**config.mk**
```make
export PLATFORM = sky130hd
export DESIGN_NAME = csub_stream
export DESIGN_NICKNAME = d
export VERILOG_FILES = /design/src/rtl/gmm_pkg.sv /design/src/rtl/csub_pipe_ctl.sv /design/src/rtl/csub_stream.sv
export SDC_FILE = /design/constraint.sdc
export NUM_CORES = 1
export LEC_CHECK = 0
export ABC_CLOCK_PERIOD_IN_PS = 3100
export CAP_MARGIN = 0
export CORE_MARGIN = 5
export CORE_UTILIZATION = 40
export CTS_CLUSTER_DIAMETER = 80
export CTS_CLUSTER_SIZE = 25
export DETAILED_ROUTE_END_ITERATION = 7
export PLACE_DENSITY = 0.75
export SLEW_MARGIN = 10
export SYNTH_ARGS = -nofsm -noshare
export SYNTH_HDL_FRONTEND = slang
export SYNTH_SLANG_ARGS = --single-unit
```
**constraint.sdc**
```tcl
create_clock -name clk -period 3.1 [get_ports clk]
set_clock_uncertainty 0.1 [all_clocks]
set_input_delay 0.62 -clock clk [delete_from_list [all_inputs] [get_ports clk]]
set_output_delay 0.62 -clock clk [all_outputs]
set_load 0.01 [all_outputs]
```
**src/rtl/gmm_pkg.sv**
```systemverilog
// Shared types and constants for the GMM complex datapath blocks.
package gmm_pkg;

   localparam int unsigned GMM_SIZEIN   = 16;
   localparam int unsigned GMM_TAGW     = 4;
   localparam int unsigned GMM_CNTW     = 16;
   localparam int unsigned CSUB_LATENCY = 2;

   // Full-precision complex result of an add/subtract on GMM_SIZEIN-bit operands
   typedef struct packed {
      logic signed [GMM_SIZEIN:0] re;
      logic signed [GMM_SIZEIN:0] im;
   } cplx_t;

endpackage

```
**src/rtl/csub_pipe_ctl.sv**
```systemverilog
// Valid/ready control for a two-register-stage streaming pipe (S1 -> S2).
module csub_pipe_ctl (
   input  logic clk,
   input  logic rst,
   input  logic i_ce,
   input  logic i_in_valid,
   input  logic i_out_ready,
   output logic o_in_ready_c,
   output logic o_ld1_c,
   output logic o_ld2_c,
   output logic o_s2_valid
);

   logic r_s1_valid;
   logic r_s2_valid;
   logic w_ld1;
   logic w_ld2;
   logic w_in_ready;

   // S2 refills when empty or draining; S1 refills when empty or moving into S2
   always_comb begin
      w_ld2      = i_ce && r_s1_valid && (!r_s2_valid || i_out_ready);
      w_ld1      = i_ce && (!r_s1_valid || w_ld2);
      w_in_ready = rst && i_ce && (!r_s1_valid || !r_s2_valid || i_out_ready);
   end

   always_ff @(posedge clk or negedge rst) begin
      if (!rst) begin
         r_s1_valid <= 1'b0;
         r_s2_valid <= 1'b0;
      end else begin
         if (w_ld1) begin
            r_s1_valid <= i_in_valid && w_in_ready;
         end
         if (w_ld2) begin
            r_s2_valid <= 1'b1;
         end else if (i_ce && i_out_ready && r_s2_valid) begin
            r_s2_valid <= 1'b0;
         end
      end
   end

   assign o_in_ready_c = w_in_ready;
   assign o_ld1_c      = w_ld1;
   assign o_ld2_c      = w_ld2;
   assign o_s2_valid   = r_s2_valid;

endmodule

```
**src/rtl/csub_stream.sv**
```systemverilog
// Streaming complex subtractor s = a - b with valid/ready flow control,
// sideband tag/last pass-through, output beat counter and end-of-vector pulse.
module csub_stream
   import gmm_pkg::*;
#(
   parameter int unsigned SIZEIN = GMM_SIZEIN,
   parameter int unsigned TAGW   = GMM_TAGW,
   parameter int unsigned CNTW   = GMM_CNTW
) (
   input  logic                     clk,
   input  logic                     rst,
   input  logic                     ce,
   input  logic                     in_valid,
   output logic                     in_ready,
   input  logic signed [SIZEIN-1:0] ar,
   input  logic signed [SIZEIN-1:0] ai,
   input  logic signed [SIZEIN-1:0] br,
   input  logic signed [SIZEIN-1:0] bi,
   input  logic [TAGW-1:0]          in_tag,
   input  logic                     in_last,
   output logic                     out_valid,
   input  logic                     out_ready,
   output logic signed [SIZEIN:0]   sr,
   output logic signed [SIZEIN:0]   si,
   output logic [TAGW-1:0]          out_tag,
   output logic                     out_last,
   output logic [CNTW-1:0]          beat_cnt,
   output logic                     vec_done
);

   localparam int unsigned SW = SIZEIN + 1;

   logic w_ld1;
   logic w_ld2;
   logic w_in_ready;
   logic w_s2_valid;
   logic w_out_hs;
   logic signed [SW-1:0] w_dr;
   logic signed [SW-1:0] w_di;

   logic signed [SIZEIN-1:0] r_ar;
   logic signed [SIZEIN-1:0] r_ai;
   logic signed [SIZEIN-1:0] r_br;
   logic signed [SIZEIN-1:0] r_bi;
   logic [TAGW-1:0]          r_s1_tag;
   logic                     r_s1_last;

   (* use_dsp = "yes" *) logic signed [SW-1:0] r_sr;
   (* use_dsp = "yes" *) logic signed [SW-1:0] r_si;
   logic [TAGW-1:0]          r_s2_tag;
   logic                     r_s2_last;
   logic [CNTW-1:0]          r_beat_cnt;
   logic                     r_vec_done;

   csub_pipe_ctl u_ctl (
      .clk          (clk),
      .rst          (rst),
      .i_ce         (ce),
      .i_in_valid   (in_valid),
      .i_out_ready  (out_ready),
      .o_in_ready_c (w_in_ready),
      .o_ld1_c      (w_ld1),
      .o_ld2_c      (w_ld2),
      .o_s2_valid   (w_s2_valid)
   );

   // Sign-extend before subtracting so the result is exact for every input pair
   always_comb begin
      w_dr     = SW'(r_ar) - SW'(r_br);
      w_di     = SW'(r_ai) - SW'(r_bi);
      w_out_hs = ce && w_s2_valid && out_ready;
   end

   always_ff @(posedge clk or negedge rst) begin
      if (!rst) begin
         r_ar      <= '0;
         r_ai      <= '0;
         r_br      <= '0;
         r_bi      <= '0;
         r_s1_tag  <= '0;
         r_s1_last <= 1'b0;
      end else if (w_ld1) begin
         r_ar      <= ar;
         r_ai      <= ai;
         r_br      <= br;
         r_bi      <= bi;
         r_s1_tag  <= in_tag;
         r_s1_last <= in_last;
      end
   end

   always_ff @(posedge clk or negedge rst) begin
      if (!rst) begin
         r_sr      <= '0;
         r_si      <= '0;
         r_s2_tag  <= '0;
         r_s2_last <= 1'b0;
      end else if (w_ld2) begin
         r_sr      <= w_dr;
         r_si      <= w_di;
         r_s2_tag  <= r_s1_tag;
         r_s2_last <= r_s1_last;
      end
   end

   // Output handshake counter (wraps) and end-of-vector pulse
   always_ff @(posedge clk or negedge rst) begin
      if (!rst) begin
         r_beat_cnt <= '0;
         r_vec_done <= 1'b0;
      end else begin
         if (w_out_hs) begin
            r_beat_cnt <= r_beat_cnt + CNTW'(1);
         end
         r_vec_done <= w_out_hs && r_s2_last;
      end
   end

   assign in_ready  = w_in_ready;
   assign out_valid = w_s2_valid;
   assign sr        = r_sr;
   assign si        = r_si;
   assign out_tag   = r_s2_tag;
   assign out_last  = r_s2_last;
   assign beat_cnt  = r_beat_cnt;
   assign vec_done  = r_vec_done;

endmodule

```
==> metrics.md <==
| Metric | Value |
|---|---|
| Drt initial violations | 276 |
| Worst-path clk slew | 50 ps |
| Arrival time reported for the critical path endpoint | 2220 ps |
| Register-to-register setup slack | 660 ps |
| R2R Path End | sr[12] |
| Syn_nets | 772 |
| Filler instances | 1466 |
| Die Outline Area | 0.0191 mm2 |
| Average instance area after synthesis | 9.94 um2 |
| Clock latency of the later-clocked register in the worst-skew pair | 420 ps |
| H-tree levels | 4 |
| Count of nets after finishing | 904 |
| IO Port Bufs | 131 |
| Number of enable-type register cells in the synthesized netlist | 0 |
| Initial antenna violation count | 0 |
| Number of global-route vias before repair | 5349 |
| Worst Setup Slack, final | 159 ps |
| Maximum fanout along the worst path | 4 |
| Hold Path Class | in2async |
| Area of the core region | 0.0163 mm2 |
| Clock group share of total power | 27.6% |
| IO Count | 132 |
| Register area | 0.00318 mm2 |
| Post-route ant nets | 0 |
| Post-synthesis cell area | 0.00659 mm2 |
| Number of diodes added for antenna fixing | 0 |
| Post-synth ARST share | 100% |
| Number of buffers created by CTS | 17 |
| Wire per inst | 15.5 um |
| Final weighted congestion in routability-driven placement | 0.847 |
| Number of hold-repair buffers added at the cts stage | 0 |
| Share of cells above drive strength 1 | 11.0% |
| Post-DP HPWL | 11600 um |
| Global-route usage over all layers | 17.2% |
| Detailed-routing iteration count for the pre-antenna-repair pass | 4 |
| Slew at the pin closest to its max-slew limit | 1020 ps |
| Layout overhead on the synthesized area | 33.6% |
| TritonCTS clock tree | built |
| Standard-cell rows | 47 |
| Total number of vias | 5313 |
| MaxCap Viol Count | 0 |
| Critical path required time | 2380 ps |
| Relative contribution of sequential cells to total power | 31.5% |
| Synthesized netlist cell count | 663 |
| Power per cell area | 889 mW/mm2 |
| Logic gate share of total power | 40.9% |
| Worst IR Drop VDD | 0.422 mV |
| CP endpoint kind | primary output |
| Final core utilization | 53.8% |
| Cell types occupying the most area after synthesis | dfrtp_1, ha_1, mux2_2 |
| Yosys cell types | 60 |
| Die span in x | 138 um |
| Max Freq | 0.340 GHz |
| Class of the most critical setup path | in2out |
| DRT Wirelength | 15900 um |
| DRC Markers | 0 |
| Number of resized instances in the post-cts repair step | 0 |
| Switching portion of total power | 34.7% |
| Via/cell ratio | 5.17 |
| Share of the clock period used by the worst path after layout | 94.9% |
| Global-route wire length before repair | 27000 um |
| Starting Density | 40.3% |
| Total negative setup slack | 0 ps |
| Final setup fails | 0 |
| Area of combinational cells with multiple inputs | 0.00315 mm2 |
| Number of synthesis warnings | 0 |
| Setup repair after global routing missed its margin | false |
| Category of the worst setup path launch point | primary input |
| Register area share after synthesis | 48.2% |
| Post-CTS Setup Inserts | 0 |
| Overflow left after global routing | 0 |
| Switching power | 0.00272 W |
| Leakage | 3.86 nW |
| Final slew viol count | 0 |
| Int Power | 0.00511 W |
| Most instantiated flip-flop cell in the synthesis netlist | dfrtp_1 |
| Worst slack after detailed placement | 157 ps |
| Area leader, netlist | dfrtp_1 |
| Die Span Y | 138 um |
| Number of flip-flops and latches in the synthesized netlist | 127 |
| Buffer type at the clock tree root | clkbuf_16 |
| Result of the run | completed |
| Pin count of the biggest net entering global routing | 128 |
| Worst-case reg-to-reg path depth | 8 |
| Clock tree sinks | 127 |
| Maximum number of buffers from clock root to sink | 2 |
| Total count of hold-check failures in the final report | 0 |
| Launch point of the worst reg-to-reg path | r_ar[0] |
| Post-route minimum period | 2940 ps |
| Fraction of synthesized cell area taken by the top area cell type | 48.2% |
| Worst slew margin relative to its limit | 31.9% |
==> Yosys cell counts, drive strengths merged (4+ instances only) <==
cell and instances:
mux2 36, nor2b 7, nand2b 7, o31ai 9, ha 33, a211oi 4, and3 6, dfrtp 127
nand3 22, nand4 9, o21ai 60, xor2 6, nand2 106, o211ai 13, clkbuf 16, nor2 23
a21o 8, and2 7, o21a 9, buf 12, xnor2 16, a21oi 25, inv 40, nor3 11
==> cells by family (layout without fill, tap and decap cells) <==
group,count (synthesis),count (layout),share of synthesized area [%]
compound gates,160,160,16.2
xor+xnor,22,22,2.92
fa+ha+maj,35,35,6.87
buf+inv,68,213,4.21
flops,127,127,48.2
mux,39,39,6.61
simple gates,212,212,15.0
==> cell usage in the layout, fill, tap and decap left out, types with 11 or more instances in the layout <==
cell and instances:
a21oi_1 22, clkbuf_16 17, clkdlybuf4s50_1 130, dfrtp_1 127, ha_1 33, inv_1 40
mux2_2 36, nand2_1 106, nand3_1 22, nor2_1 22, nor3_1 11, o211ai_1 13
o21ai_0 59, xnor2_1 16
==> routing by layer <==
metal | wire length [um] | GRT usage [%]
met1 | 7470 | 23.3
met2 | 7430 | 27.3
met3 | 800 | 4.21
met4 | 239 | 5.62
met5 | 0 | 0
==> area by class of cell <==
type | instances | area share, %
Inverter | 40 | 1.71
Multi-Input combinational cell | 468 | 35.8
Timing Repair Buffer | 141 | 16.0
Clock buffer | 22 | 5.50
Clock inverter | 10 | 1.79
Tap cell | 220 | 3.13
Sequential cell | 127 | 36.1
==> state kept, by name (all words and copies together) (netlist names) <==
signal and flops:
beat_cnt 16, r_ar 16, r_s1_tag 4, r_ai 16
r_bi 16, r_br 16, si 17, u_ctl.o_s2_valid 1
vec_done 1, out_last 1, out_tag 4, sr 17
r_s1_last 1, u_ctl.r_s1_valid 1
==> metrics by stage <==
stage / total power, W / hold slack (ps) / cells / cell area (um2)
floorplan: 0.00443 / 224 / 663 / 6590
global placement: 0.00561 / 345 / 996 / 8160
detailed placement: 0.00570 / 359 / 996 / 8160
CTS: 0.00789 / 292 / 1028 / 8800
global route: 0.00839 / 308 / 1028 / 8800
finish: 0.00783 / 241 / 1028 / 8800
==> worst max-delay path: stages <==
cell	delay (ps)
clkdlybuf4s50_1	440
nor2b_1	350
a21boi_4	90
and2_1	220
clkdlybuf4s50_1	500
==> worst max path at each step <==
stage | startpoint | endpoint | slack [ps] | cells after the start
after global placement | out_ready | in_ready | 170 | 5
after CTS | out_ready | in_ready | 140 | 5
after global routing | out_ready | in_ready | 70 | 5
after detailed placement | out_ready | in_ready | 160 | 5
after floorplan | out_ready | in_ready | 950 | 4
final | out_ready | in_ready | 160 | 5
==> power by group through the flow <==
stage / logic [W] / registers, W / clock network (W)
2_1_floorplan: 0.00189 / 0.00254 / 0
3_3_place_gp: 0.00312 / 0.00248 / 0
3_5_place_dp: 0.00320 / 0.00249 / 0
4_1_cts: 0.00323 / 0.00247 / 0.00219
5_1_grt: 0.00357 / 0.00253 / 0.00228
6_report: 0.00320 / 0.00247 / 0.00216
(Power assumes the default switching activity.)
